===== config.mk =====
export PLATFORM = sky130hd
export DESIGN_NAME = seg_display_ctrl_flat
export DESIGN_NICKNAME = d
export VERILOG_FILES = /design/src/rtl/seg_display_ctrl_pkg.sv /design/src/rtl/seg_display_ctrl_if.sv /design/src/rtl/seg_display_ctrl_hex_to_seg.sv /design/src/rtl/seg_display_ctrl.sv /design/src/flat_wrapper.sv
export SDC_FILE = /design/constraint.sdc
export NUM_CORES = 1
export LEC_CHECK = 0
export BUFFER_PORTS_ARGS = -buffer_cell sky130_fd_sc_hd__buf_2
export CORE_MARGIN = 3
export CORE_UTILIZATION = 46
export DETAILED_ROUTE_END_ITERATION = 12
export MAX_ROUTING_LAYER = met4
export PLACE_DENSITY = 0.73
export SLEW_MARGIN = 20
export SYNTH_ARGS = -nofsm -noshare
export SYNTH_HDL_FRONTEND = slang
export SYNTH_SLANG_ARGS = --single-unit

===== constraint.sdc =====
create_clock -name clk -period 5.5 [get_ports clk]
set_input_delay 0.275 -clock clk [delete_from_list [all_inputs] [get_ports clk]]
set_output_delay 0.275 -clock clk [all_outputs]
set_load 0.01 [all_outputs]

===== src/rtl/seg_display_ctrl_pkg.sv =====
// rtl/seg_display_ctrl_pkg.sv - shared constants and types for the seven-segment controller
package seg_pkg;

    // Active-low pattern that leaves every segment dark.
    localparam logic [6:0] SEG_BLANK = 7'h7F;

    // Width of a digit index; covers up to eight digits.
    localparam int SEG_IDX_W = 3;

    // Default number of digits on the board.
    localparam int SEG_NUM_DIGITS_DEF = 6;

    typedef enum logic [0:0] {
        IDLE = 1'b0,
        SCAN = 1'b1
    } seg_state_t;

endpackage


===== src/rtl/seg_display_ctrl_if.sv =====
// rtl/seg_display_ctrl_if.sv - digit write port (wr_blink exists only with SEG_BLINK_EN)
interface seg_display_ctrl_if;
    import seg_pkg::*;

    logic                 wr_valid;
    logic                 wr_ready;
    logic [SEG_IDX_W-1:0] wr_digit;
    logic [3:0]           wr_value;
    logic                 wr_blank;
`ifdef SEG_BLINK_EN
    logic                 wr_blink;
`endif

    modport master (
        output wr_valid,
        output wr_digit,
        output wr_value,
        output wr_blank,
`ifdef SEG_BLINK_EN
        output wr_blink,
`endif
        input  wr_ready
    );

    modport slave (
        input  wr_valid,
        input  wr_digit,
        input  wr_value,
        input  wr_blank,
`ifdef SEG_BLINK_EN
        input  wr_blink,
`endif
        output wr_ready
    );

endinterface


===== src/rtl/seg_display_ctrl_hex_to_seg.sv =====
// rtl/seg_display_ctrl_hex_to_seg.sv - combinational hex digit to active-low segment decoder
module hex_to_seg (
    input  logic [3:0] hex_i,
    output logic [6:0] seg_o
);

    // Bit 0 is segment A, bit 6 is segment G; a 0 lights the segment.
    always_comb begin
        seg_o = 7'h7F;
        case (hex_i)
            4'h0: seg_o = 7'b1000000;
            4'h1: seg_o = 7'b1111001;
            4'h2: seg_o = 7'b0100100;
            4'h3: seg_o = 7'b0110000;
            4'h4: seg_o = 7'b0011001;
            4'h5: seg_o = 7'b0010010;
            4'h6: seg_o = 7'b0000010;
            4'h7: seg_o = 7'b1111000;
            4'h8: seg_o = 7'b0000000;
            4'h9: seg_o = 7'b0010000;
            4'hA: seg_o = 7'b0001000;
            4'hB: seg_o = 7'b0000011;
            4'hC: seg_o = 7'b1000110;
            4'hD: seg_o = 7'b0100001;
            4'hE: seg_o = 7'b0000110;
            4'hF: seg_o = 7'b0001110;
            default: seg_o = 7'h7F;
        endcase
    end

endmodule


===== src/rtl/seg_display_ctrl.sv =====
// rtl/seg_display_ctrl.sv - seven-segment refresh sequencer; SEG_BLINK_EN adds per-digit blinking
module seg_display_ctrl
    import seg_pkg::*;
#(
    parameter int NUM_DIGITS = SEG_NUM_DIGITS_DEF
`ifdef SEG_BLINK_EN
    ,
    parameter int BLINK_DIV  = 25_000_000
`endif
) (
    input  logic                    clk,
    input  logic                    reset,
    seg_display_ctrl_if.slave       wr,
    input  logic                    lz_blank_en,
    output logic [7*NUM_DIGITS-1:0] disp_out,
    output logic                    busy
);

    logic [3:0]            val_q [NUM_DIGITS];
    logic [NUM_DIGITS-1:0] blank_q;
    logic [6:0]            seg_q [NUM_DIGITS];

    seg_state_t            state_q, state_d;
    logic [SEG_IDX_W-1:0]  idx_q, idx_d;
    logic                  leading_q, leading_d;
    logic                  dirty_q, dirty_d;
    logic                  lz_q;

    logic                  wr_accept;
    logic                  wr_hit;
    logic                  lz_changed;
    logic [3:0]            cur_val;
    logic                  cur_blank;
    logic                  force_blank;
    logic [6:0]            dec_seg;
    logic [6:0]            seg_new;

    // Ready tracks reset directly so the port is usable from the first edge after release.
    assign wr.wr_ready = ~reset;
    assign wr_accept   = wr.wr_valid & wr.wr_ready;
    assign wr_hit      = wr_accept && (int'(wr.wr_digit) < NUM_DIGITS);
    assign lz_changed  = (lz_blank_en != lz_q);

    // Digit register file; out-of-range writes are swallowed.
    always_ff @(posedge clk or posedge reset) begin
        if (reset) begin
            for (int d = 0; d < NUM_DIGITS; d++) begin
                val_q[d]   <= 4'h0;
                blank_q[d] <= 1'b1;
            end
        end else if (wr_hit) begin
            for (int d = 0; d < NUM_DIGITS; d++) begin
                if (wr.wr_digit == SEG_IDX_W'(d)) begin
                    val_q[d]   <= wr.wr_value;
                    blank_q[d] <= wr.wr_blank;
                end
            end
        end
    end

    // Select the digit under the scan pointer for the shared decoder.
    always_comb begin
        cur_val   = 4'h0;
        cur_blank = 1'b1;
        for (int d = 0; d < NUM_DIGITS; d++) begin
            if (idx_q == SEG_IDX_W'(d)) begin
                cur_val   = val_q[d];
                cur_blank = blank_q[d];
            end
        end
    end

    hex_to_seg u_hex_to_seg (
        .hex_i (cur_val),
        .seg_o (dec_seg)
    );

    // Leading zeros go dark until the first lit nonzero digit; digit 0 always shows.
    assign force_blank = lz_q && leading_q && (cur_val == 4'h0) && !cur_blank &&
                         (idx_q != '0);
    assign seg_new     = (cur_blank || force_blank) ? SEG_BLANK : dec_seg;

    // Scan sequencing: walk from the top digit down, reload if something changed meanwhile.
    always_comb begin
        state_d   = state_q;
        idx_d     = idx_q;
        leading_d = leading_q;
        case (state_q)
            IDLE: begin
                if (dirty_q) begin
                    state_d   = SCAN;
                    idx_d     = SEG_IDX_W'(NUM_DIGITS - 1);
                    leading_d = 1'b1;
                end
            end
            SCAN: begin
                if (!cur_blank && (cur_val != 4'h0)) begin
                    leading_d = 1'b0;
                end
                if (idx_q == '0) begin
                    if (dirty_q) begin
                        idx_d     = SEG_IDX_W'(NUM_DIGITS - 1);
                        leading_d = 1'b1;
                    end else begin
                        state_d = IDLE;
                    end
                end else begin
                    idx_d = idx_q - 1'b1;
                end
            end
            default: state_d = IDLE;
        endcase
    end

    // A new change always wins over the clear that happens when a scan is (re)started.
    always_comb begin
        dirty_d = dirty_q;
        if ((state_q == IDLE && dirty_q) || (state_q == SCAN && idx_q == '0 && dirty_q)) begin
            dirty_d = 1'b0;
        end
        if (wr_hit || lz_changed) begin
            dirty_d = 1'b1;
        end
    end

    // Controller state registers.
    always_ff @(posedge clk or posedge reset) begin
        if (reset) begin
            state_q   <= IDLE;
            idx_q     <= '0;
            leading_q <= 1'b1;
            dirty_q   <= 1'b0;
            lz_q      <= 1'b0;
        end else begin
            state_q   <= state_d;
            idx_q     <= idx_d;
            leading_q <= leading_d;
            dirty_q   <= dirty_d;
            lz_q      <= lz_blank_en;
        end
    end

    // Latch the decoded pattern into the slot of the digit being scanned.
    always_ff @(posedge clk or posedge reset) begin
        if (reset) begin
            for (int d = 0; d < NUM_DIGITS; d++) begin
                seg_q[d] <= SEG_BLANK;
            end
        end else if (state_q == SCAN) begin
            for (int d = 0; d < NUM_DIGITS; d++) begin
                if (idx_q == SEG_IDX_W'(d)) begin
                    seg_q[d] <= seg_new;
                end
            end
        end
    end

`ifdef SEG_BLINK_EN
    localparam int CNT_W = (BLINK_DIV > 2) ? $clog2(BLINK_DIV) : 1;

    logic [NUM_DIGITS-1:0] blink_q;
    logic [CNT_W-1:0]      blink_cnt_q;
    logic                  phase_q;

    // Blink flags follow the register file write port.
    always_ff @(posedge clk or posedge reset) begin
        if (reset) begin
            blink_q <= '0;
        end else if (wr_hit) begin
            for (int d = 0; d < NUM_DIGITS; d++) begin
                if (wr.wr_digit == SEG_IDX_W'(d)) begin
                    blink_q[d] <= wr.wr_blink;
                end
            end
        end
    end

    // Free-running half-period counter; phase flips on every wrap.
    always_ff @(posedge clk or posedge reset) begin
        if (reset) begin
            blink_cnt_q <= '0;
            phase_q     <= 1'b0;
        end else if (blink_cnt_q == CNT_W'(BLINK_DIV - 1)) begin
            blink_cnt_q <= '0;
            phase_q     <= ~phase_q;
        end else begin
            blink_cnt_q <= blink_cnt_q + 1'b1;
        end
    end

    // Blink masks the latched segments directly, so it needs no rescan.
    always_comb begin
        disp_out = '0;
        for (int d = 0; d < NUM_DIGITS; d++) begin
            disp_out[7*d +: 7] = seg_q[d] | ((phase_q && blink_q[d]) ? SEG_BLANK : 7'h00);
        end
    end
`else
    // Output pins are driven straight from the segment registers.
    always_comb begin
        disp_out = '0;
        for (int d = 0; d < NUM_DIGITS; d++) begin
            disp_out[7*d +: 7] = seg_q[d];
        end
    end
`endif

    assign busy = (state_q == SCAN) | dirty_q;

endmodule


===== src/flat_wrapper.sv =====
// flat-port wrapper written by rule: the top's interface ports become plain ports
module seg_display_ctrl_flat import seg_pkg::*;
#(
    parameter int NUM_DIGITS = SEG_NUM_DIGITS_DEF

)
  (clk, reset, lz_blank_en, disp_out, busy, wr_wr_valid, wr_wr_digit, wr_wr_value, wr_wr_blank, wr_wr_ready);
  seg_display_ctrl_if wr_i ();
  input  logic clk;
  input  logic reset;
  input  logic lz_blank_en;
  output logic [7*NUM_DIGITS-1:0] disp_out;
  output logic busy;
  input wire logic [$bits(wr_i.wr_valid)-1:0] wr_wr_valid;
  input wire logic [$bits(wr_i.wr_digit)-1:0] wr_wr_digit;
  input wire logic [$bits(wr_i.wr_value)-1:0] wr_wr_value;
  input wire logic [$bits(wr_i.wr_blank)-1:0] wr_wr_blank;
  output wire logic [$bits(wr_i.wr_ready)-1:0] wr_wr_ready;
  assign wr_i.wr_valid = wr_wr_valid;
  assign wr_i.wr_digit = wr_wr_digit;
  assign wr_i.wr_value = wr_wr_value;
  assign wr_i.wr_blank = wr_wr_blank;
  assign wr_wr_ready = wr_i.wr_ready;
  seg_display_ctrl #(.NUM_DIGITS(NUM_DIGITS)) u_core (.clk(clk), .reset(reset), .wr(wr_i), .lz_blank_en(lz_blank_en), .disp_out(disp_out), .busy(busy));
endmodule

==> Word level (Yosys, flattened, before mapping) <==
Memory sizes are Yosys's and may differ from the RTL's.
Index checks and enable logic that the tools add are counted.
{ "op_classes": {"n_mux": 26, "order_cmp": 1, "n_bitwise": 4, "n_reduce_logical": 31, "n_addsub": 1, "eq_ne": 12} }
{ "op_table": {"columns": ["cell", "n"], "rows": [
  ["4-bit 2-to-1 mux", 6],
  ["2-bit AND reduction", 12],
  ["1-bit 2-to-1 mux", 14],
  ["3-bit by 2-bit == test with 1-bit output (second input constant)", 4],
  ["3-bit == test (second input constant)", 4],
  ["1-bit logical AND", 9],
  ["7-bit 2-to-1 mux", 1],
  ["3-bit by 1-bit == test with 1-bit output (second input constant)", 2],
  ["3-bit logical NOT", 2],
  ["3-bit 2-to-1 mux", 2],
  ["3-bit case mux with 2 select lines", 1],
  ["4-bit logical NOT", 1],
  ["1-bit case mux with 2 select lines", 2],
  ["4-bit nonzero test", 1],
  ["1-bit logical OR", 3],
  ["3-bit less-than comparator (second input constant)", 1],
  ["3-bit nonzero test", 1],
  ["3-bit by 1-bit subtractor with 3-bit output (second input constant)", 1],
  ["2-bit by 1-bit != test with 1-bit output (second input constant)", 1],
  ["1-bit inverter", 2],
  ["2-bit nonzero test", 1],
  ["1-bit bitwise AND", 1],
  ["1-bit logical NOT", 1],
  ["1-bit != test", 1],
  ["1-bit OR", 1]
]} }
{ "totals": {"elab_cells": 99, "regBits": 79, "mem_bits_ro": 112, "output_inout_bits": 44, "memories": 1, "inputBits": 12} }
{ "memory_table": {"columns": ["name", "depth", "word_bits", "read_ports", "rd_ports_with_merged_regs", "wr", "line", "rtl"], "rows": [
  ["(no name shown)", 16, 7, 1, 0, 0, "seg_display_ctrl_hex_to_seg.sv:10", "case (hex_i)"]
]} }

==> Longest topological paths before layout <==
Gate-level depths: netlist of the first run.
{ "logic_depth": {"word_depth": 13, "depth_mapped": 13} }

==> By module <==
From an unflattened synthesis of the first run, not the netlist that was laid out.
{ "hier_totals": {"hier_cells": 396, "hier_area_um2": 4111.4} }
{ "by_module_without_submodules": {"columns": ["mod", "cells_each", "seq_area_each_um2", "area_per_inst_um2", "n_inst"], "rows": [
  ["seg_display_ctrl", 364, 2038.2, 3836.2, 1],
  ["hex_to_seg", 32, 0.0, 275.3, 1]
]} }

==> Worst setup path before layout of the first run <==
No wires, ideal clock.
{ "synth_path": {"kind": "reg-to-reg", "from": "register u_core.idx_q[0]", "to": "register u_core.seg_q, in the netlist u_core.disp_out[3]", "path_slack_ns": 2.684, "setup_time_ns": 0.068, "stages_incl_launch_ff": 14, "t_arrival_ns": 2.748, "n_path_buf": 2, "required_time_ns": 5.432, "path_cell_list": "dfrtp_1 inv_1 ha_1 buf_2 a21oi_1 a221oi_1 a311oi_2 ha_1 nand3_1 nor2_1 a31oi_4 and3b_1 buf_4 a21oi_2"} }
{ "synth_via": {"elab_chain_len": 13, "word_cells_on_any_way": 28, "cone_classes": "eq/ne (5); mux (13); reduce/logical (9); memory (1)"} }
{ "synth_lines": {"columns": ["item", "line", "rtl"], "rows": [
  ["start: declaration", "seg_display_ctrl.sv:24", "logic [SEG_IDX_W-1:0] idx_q, idx_d;"],
  ["start signal: assignment", "seg_display_ctrl.sv:136", "idx_q <= idx_d;"],
  ["branches (longest 13 deep; another with memory read 16 x 7 bit)", null, null],
  ["end signal: indexed assignment", "seg_display_ctrl.sv:152", "seg_q[d] <= seg_new;"],
  ["end: declaration", "seg_display_ctrl.sv:21", "logic [6:0] seg_q [NUM_DIGITS];"]
]} }
Several ways; the timed one is not identified.
A chain may end at the register's enable or synchronous reset.

==> Worst setup path in the final report of the first run <==
{ "layout_path": {"from": "register u_core.idx_q[0]", "to": "register u_core.seg_q, in the netlist u_core.disp_out[17]"} }
{ "layout_via": {"elab_chain_len": 13, "word_cells_on_any_way": 28, "cone_classes": "eq/ne (5); mux (13); reduce/logical (9); memory (1)"} }
{ "layout_lines": {"columns": ["item"], "rows": [
  ["branches (longest 13 deep; another with memory read 16 x 7 bit)"]
]} }
Several ways; the timed one is not identified.

==> results of run 1 <==
-- worst register-to-register path, delay by kind of cell (launching register included) --
family	cells	cell delay, ns
compound gates	4	0.99
fa+ha+maj	2	0.84
buf+inv	1	0.13
flops	1	0.44
simple gates	4	1.16
-- registers in the layout, indices dropped and copies added (netlist names) --
signal	flops
u_core.dirty_q	1
u_core.leading_q	1
u_core.idx_q	3
u_core.val_q	24
u_core.blank_q	6
u_core.state_q	1
u_core.lz_q	1
u_core.disp_out	42
-- cell type report --
class / count / area, sq um / area share [%]
Clock inverter: 5 / 38.8 / 0.880
Multi-Input combinational cell: 234 / 1730 / 39.2
Tap cell: 102 / 128 / 2.90
Sequential cell: 79 / 2040 / 46.3
Clock buffer: 11 / 151 / 3.44
Timing Repair Buffer: 56 / 283 / 6.42
Inverter: 11 / 41.3 / 0.937
-- how the worst max path moves through the flow --
stage / from / to / slack, ns / depth (start not counted)
floorplan: u_core.idx_q[0]$_DFF_PP0_ / u_core.disp_out[3]$_DFFE_PP1P_ / 2.68 / 13
global placement: u_core.idx_q[1]$_DFF_PP0_ / u_core.disp_out[10]$_DFFE_PP1P_ / 2.14 / 11
detailed placement: u_core.idx_q[1]$_DFF_PP0_ / u_core.disp_out[24]$_DFFE_PP1P_ / 1.97 / 11
CTS: u_core.idx_q[1]$_DFF_PP0_ / u_core.disp_out[17]$_DFFE_PP1P_ / 1.94 / 11
global route: u_core.idx_q[1]$_DFF_PP0_ / u_core.disp_out[24]$_DFFE_PP1P_ / 1.49 / 11
finish: u_core.idx_q[0]$_DFF_PP0_ / u_core.disp_out[17]$_DFFE_PP1P_ / 1.89 / 11
-- layout by cell type (no fill, tap or decap), types with 3 or more instances in the layout --
| cell | netlist | final |
|---|---|---|
| a21oi_1 | 33 | 33 |
| a31oi_1 | 13 | 13 |
| and2_1 | 4 | 4 |
| and3_1 | 3 | 3 |
| buf_2 | 3 | 55 |
| clkbuf_8 | 0 | 11 |
| dfrtp_1 | 30 | 30 |
| dfstp_2 | 49 | 49 |
| ha_1 | 11 | 11 |
| inv_1 | 10 | 9 |
| mux2_2 | 27 | 27 |
| mux2_4 | 6 | 6 |
| nand2_1 | 12 | 12 |
| nand3_1 | 8 | 8 |
| nand3b_1 | 5 | 5 |
| nor2_1 | 40 | 40 |
| nor2b_1 | 8 | 8 |
| nor3_1 | 4 | 4 |
| nor3b_1 | 3 | 3 |
| o211ai_1 | 4 | 4 |
| o21ai_0 | 11 | 11 |
| or3_1 | 3 | 3 |
-- power by group --
group	leakage [nW]	internal, mW	total, mW	switching (mW)
Sequential	0.873	0.895	1.04	0.144
Combinational	0.860	0.564	1.45	0.887
Clock	0.0963	0.192	0.412	0.220
-- synth_stat cells, drive strengths merged (9+ instances only) --
master	instances	area share [%]
a21oi	34	4.5
a31oi	14	2.6
clkbuf	9	0.87
dfrtp	30	19
dfstp	49	33
ha	11	3.5
inv	11	1.1
mux2	33	10
nand2	12	1.2
nor2	42	4.3
o21ai	11	1.4
-- cell families after synthesis --
family                     count (synthesis)  share of synthesized area, %
and+or+nand+nor                          101                          13.4
AOI/OAI and AO/OA                         86                          16.6
DFF                                       79                          52.3
muxes                                     34                          10.4
buffers and inverters                     28                          3.37
adders and majority gates                 11                          3.53
xor gates and xnor gates                   2                         0.450
-- through the flow --
stage                     cells  instance area (sq um)
after CTS                   498                   4410
final                       498                   4410
after global routing        498                   4410
after detailed placement    482                   4220
after floorplan             341                   3900
after global placement      482                   4220
-- layer usage --
metal	global-route usage [%]	vias to the layer above	part of all wire (%)	wire length, um
met5	-	-	0	0
met4	7.24	0	1.6	143
met3	4.00	11	3.7	331
met2	30.7	64	49	4330
met1	27.0	1365	46	4090
li1	-	1325	-	-
==> results.sh, run 1 <==
export IMPL_crit_required_ns=5.80
export IMPL_cts_root_buffer="clkbuf_8"
export IMPL_final_nets=414
export IMPL_die_height_um=98.0
export IMPL_reg2reg_depth=11
export IMPL_critical_path_max_fanout=14
export IMPL_rr_endpoint="u_core.disp_out[17]$_DFFE_PP1P_"
export IMPL_cts_buffers=9
export IMPL_grt_antenna_before_repair=0
export IMPL_yosys_warnings=0
export IMPL_num_vias=2765
export IMPL_antennaDiodeCount=0
export IMPL_finClkSkew_ns=0.0111
export IMPL_whs_ns=0.0486
export IMPL_synth_cells=341
export IMPL_post_route_period_util_pct=65.6
export IMPL_final_util_pct=55.3
export IMPL_min_path_cells=1
export IMPL_startpoint_type="flip-flop"
export IMPL_p_leak_nw=1.83
export IMPL_clock_sinks=79
export IMPL_critPathBufInv=1
export IMPL_ctsHoldBuffers=0
export IMPL_finalSetupViolations=0
export IMPL_ys_types=58
export IMPL_rsz0062_at_grt="no"
export IMPL_path_cells="inv_1 -> ha_1 -> nor3b_1 -> a2111oi_2 -> a21oi_1 -> ha_1 -> nand3_1 -> nor2_1 -> a31oi_4 -> and3b_1 -> a21oi_1"
export IMPL_ctsResizeCount=0
export IMPL_async_flop_share_pct=100
export IMPL_area_delta_synth_final_pct=13.1
export IMPL_setup_ws_ns=1.89
export IMPL_die_x_um=98.0
export IMPL_final_max_slew_viol_count=0
export IMPL_drc_errors=0
export IMPL_grt_pass1_vias=2851
export IMPL_drtIter0Drc=155
export IMPL_ir_drop_uv=272
export IMPL_ioPinCount=56
export IMPL_r2r_start="u_core.idx_q[0]$_DFF_PP0_"
export IMPL_ys_seq_elements=79
export IMPL_postCtsSetupRepairBufs=0
export IMPL_wl_per_cell_um=17.9
export IMPL_synth_edf_count=0
export IMPL_outcome="finished, final reports clean"
export IMPL_end_kind="flip-flop"
export IMPL_cp_arrival_ns=3.91
export IMPL_dp_slack_ns=1.97
export IMPL_vias_per_cell=5.55
export IMPL_drt_pre_antenna_iters=4
export IMPL_power_mw=2.90
export IMPL_antenna_left=0
export IMPL_netlist_area_sq_um=3900
export IMPL_ys_seq_area_share_pct=52.3
export IMPL_dieArea_sq_um=9610
export IMPL_cellPowerDensity_nw_per_um2=658
export IMPL_start_util_pct=48.9
export IMPL_io_buffers=55
export IMPL_core_area_sq_um=7970
export IMPL_finalSetupTns_ns=0
export IMPL_hpwl_mm=6.45
export IMPL_clk_latency_ns=0.36
export IMPL_cts_tree="built"
export IMPL_syn_nets=364
export IMPL_grtUsageTotal_pct=20.2
export IMPL_avgSynthCellArea_sq_um=11.4
export IMPL_worst_pin_slew_ns=1.09
export IMPL_synthFlopType="dfstp_2"
export IMPL_cpLargestDelayFamily="simple AND/OR/NAND/NOR gates"
export IMPL_fmax_mhz=277
export IMPL_crit_path_max_incr_delay_ns=0.51
export IMPL_drive_gt1_share_pct=43.7
export IMPL_maxCapViolations=0
export IMPL_final_min_clock_period_ns=3.61
export IMPL_reg2reg_setup_slack_ns=1.89
export IMPL_max_slew_margin_rel_pct=27.1
export IMPL_ctsHtreeMaxLevel=3
export IMPL_worstSetupPathType="flip-flop to flip-flop"
export IMPL_overflow=0
export IMPL_rows=32
export IMPL_min_to="u_core.lz_q$_DFF_PP0_"
export IMPL_gp_congestion=0.882
export IMPL_hold_start="lz_blank_en"
export IMPL_hp_class="primary input to flip-flop"
export IMPL_hold_viol_final=0
export IMPL_grt_max_degree=42
export IMPL_grt_pass1_wl_mm=15.0
export IMPL_crit_slowest_cell="ha_1"
export IMPL_path_clk_slew_ns=0.09
export IMPL_wl_mm=8.90
export IMPL_clockBufferDepth=2
export IMPL_fillers=685
(Power assumes the default switching activity.)
==> run 2: changes to the inputs <==
--- a/config.mk
+++ b/config.mk
@@ -10,7 +10,7 @@
 export CORE_UTILIZATION = 46
 export DETAILED_ROUTE_END_ITERATION = 12
 export MAX_ROUTING_LAYER = met4
-export PLACE_DENSITY = 0.73
+export PLACE_DENSITY = 0.76
 export SLEW_MARGIN = 20
 export SYNTH_ARGS = -nofsm -noshare
 export SYNTH_HDL_FRONTEND = slang
==> constraint.sdc (replaced) <==
create_clock -name clk -period 3.3 [get_ports clk]
set_input_delay 0.165 -clock clk [delete_from_list [all_inputs] [get_ports clk]]
set_output_delay 0.165 -clock clk [all_outputs]
set_load 0.01 [all_outputs]
==> results.sh, run 2 (synthesized netlist as in run 1, its figures left out) <==
export IMPL_cts_buffers=9
export IMPL_overflow=0
export IMPL_rr_endpoint="u_core.disp_out[40]$_DFFE_PP1P_"
export IMPL_rsz0062_at_grt="no"
export IMPL_hold_viol_final=0
export IMPL_largest_register_ffs=42
export IMPL_path_clk_slew_ns=0.09
export IMPL_drtIter0Drc=163
export IMPL_cp_arrival_ns=3.23
export IMPL_wl_mm=8.72
export IMPL_gp_congestion=0.926
export IMPL_vias_per_cell=5.54
export IMPL_fillers=693
export IMPL_cts_root_buffer="clkbuf_8"
export IMPL_final_nets=425
export IMPL_cpLargestDelayFamily="simple AND/OR/NAND/NOR gates"
export IMPL_hold_start="wr_wr_value[2]"
export IMPL_finalSetupTns_ns=0
export IMPL_path_cells="inv_1 -> ha_2 -> nor3b_1 -> a2111oi_2 -> a21oi_2 -> ha_1 -> nand3_1 -> nor2_2 -> nor2b_1 -> nor3_1 -> a211oi_2 -> buf_4 -> a21oi_1"
export IMPL_grt_pass1_wl_mm=14.4
export IMPL_critPathBufInv=2
export IMPL_dieArea_sq_um=9610
export IMPL_finClkSkew_ns=0.0134
export IMPL_cellPowerDensity_nw_per_um2=1090
export IMPL_rows=32
export IMPL_grt_max_degree=41
export IMPL_end_kind="flip-flop"
export IMPL_final_min_clock_period_ns=2.95
export IMPL_p_leak_nw=1.87
export IMPL_ctsHtreeMaxLevel=3
export IMPL_reg2reg_depth=13
export IMPL_outcome="finished, final reports clean"
export IMPL_reg2reg_setup_slack_ns=0.35
export IMPL_fin_cells=509
export IMPL_drc_errors=0
export IMPL_setup_ws_ns=0.348
export IMPL_die_height_um=98.0
export IMPL_antenna_left=0
export IMPL_fmax_mhz=339
export IMPL_critical_path_max_fanout=12
export IMPL_die_x_um=98.0
export IMPL_core_area_sq_um=7970
export IMPL_antennaDiodeCount=0
export IMPL_multiInputGateArea_sq_um=1740
export IMPL_wl_per_cell_um=17.1
export IMPL_final_max_slew_viol_count=0
export IMPL_clockBufferDepth=2
export IMPL_min_path_cells=3
export IMPL_maxCapViolations=0
export IMPL_seq_area_sq_um=2040
export IMPL_worstSetupPathType="flip-flop to flip-flop"
export IMPL_io_buffers=55
export IMPL_clk_latency_ns=0.36
export IMPL_startpoint_type="flip-flop"
export IMPL_ir_drop_uv=480
export IMPL_grtUsageTotal_pct=19.2
export IMPL_max_slew_margin_rel_pct=41.2
export IMPL_mostFrequentLayoutCells="buf_2 (55), dfstp_2 (49), nor2_1 (39), a21oi_1 (32), dfrtp_1 (30)"
export IMPL_start_util_pct=48.9
export IMPL_clock_sinks=79
export IMPL_num_vias=2820
export IMPL_hpwl_mm=6.37
export IMPL_cts_tree="built"
export IMPL_grt_antenna_before_repair=0
export IMPL_place_inst=490
export IMPL_worst_pin_slew_ns=0.881
export IMPL_drt_pre_antenna_iters=4
export IMPL_hp_class="primary input to flip-flop"
export IMPL_layout_commonest_cell="buf_2"
export IMPL_grt_pass1_vias=2806
export IMPL_crit_required_ns=3.58
export IMPL_r2r_start="u_core.idx_q[0]$_DFF_PP0_"
export IMPL_area_delta_synth_final_pct=15.5
export IMPL_post_route_period_util_pct=89.4
export IMPL_dp_slack_ns=0.0545
export IMPL_crit_slowest_cell="dfrtp_1"
export IMPL_crit_path_max_incr_delay_ns=0.44
export IMPL_min_to="u_core.val_q[14]$_DFFE_PP0P_"
export IMPL_finalSetupViolations=0
export IMPL_ioPinCount=56
export IMPL_drive_gt1_share_pct=45.9
-- run 2: changes by cell type in the layout (fill, tap and decap cells not counted), moves of 2 or more --
cell and delta:
ha_2 +3, ha_1 -3, clkbuf_8 -2, dlygate4sd3_1 +2
buf_4 +9
-- run 2: worst max path at each step --
stage | depth (start not counted) | from | endpoint
2_1_floorplan | 13 | u_core.idx_q[0]$_DFF_PP0_ | u_core.disp_out[3]$_DFFE_PP1P_
3_3_place_gp | 12 | u_core.idx_q[0]$_DFF_PP0_ | u_core.disp_out[0]$_DFFE_PP1P_
3_5_place_dp | 12 | u_core.idx_q[0]$_DFF_PP0_ | u_core.disp_out[0]$_DFFE_PP1P_
4_1_cts | 12 | u_core.idx_q[0]$_DFF_PP0_ | u_core.disp_out[0]$_DFFE_PP1P_
5_1_grt | 13 | u_core.idx_q[0]$_DFF_PP0_ | u_core.disp_out[26]$_DFFE_PP1P_
6_report | 13 | u_core.idx_q[0]$_DFF_PP0_ | u_core.disp_out[40]$_DFFE_PP1P_
-- run 2: area by class of cell --
type                    count  share of cell area [%]
flip-flops and latches     79                    45.3
multi-input cells         234                    38.7
repair buffers             67                    8.23
well taps                 102                    2.83
clock buffers               9                    2.75
clock inverters             7                    1.33
inverters                  11                   0.917
-- run 2: per-stage QoR --
stage / instance area, sq um / util [%] / power (mW) / hold slack, ns
2_1_floorplan: 3900 / - / 3.53 / 0.196
3_3_place_gp: 4280 / 53.7 / 4.16 / 0.298
3_5_place_dp: 4280 / 53.7 / 4.22 / 0.298
4_1_cts: 4480 / 56.2 / 4.90 / 0.0825
5_1_grt: 4500 / 56.5 / 5.27 / 0.123
6_report: 4500 / 56.5 / 4.92 / 0.0940
-- run 2: layer usage --
metal / vias up / wire length [um] / global-route usage [%]
li1: 1340 / - / -
met1: 1407 / 3950 / 26.4
met2: 58 / 4290 / 29.0
met3: 15 / 345 / 3.21
met4: 0 / 133 / 6.82
met5: - / 0 / -
-- run 2: timing repair --
action / in CTS / in global routing
hold buffers: 2 / 0
buffers inserted: 0 / 1
resized for setup: 0 / 5
endpoints found under the hold margin: 31 / 0
endpoints found under the setup margin: 0 / 42
-- run 2: report_power, final --
part,leakage (nW),internal [mW],total [mW],switching [mW]
clock network,0.0931,0.288,0.678,0.390
logic,0.908,1.04,2.54,1.51
registers,0.873,1.49,1.70,0.209
total,1.87,2.82,4.92,2.11
-- run 2: worst min-delay path, stage by stage --
cell,delay (ns)
buf_2,0.13
nand2_1,0.05
o21ai_0,0.06
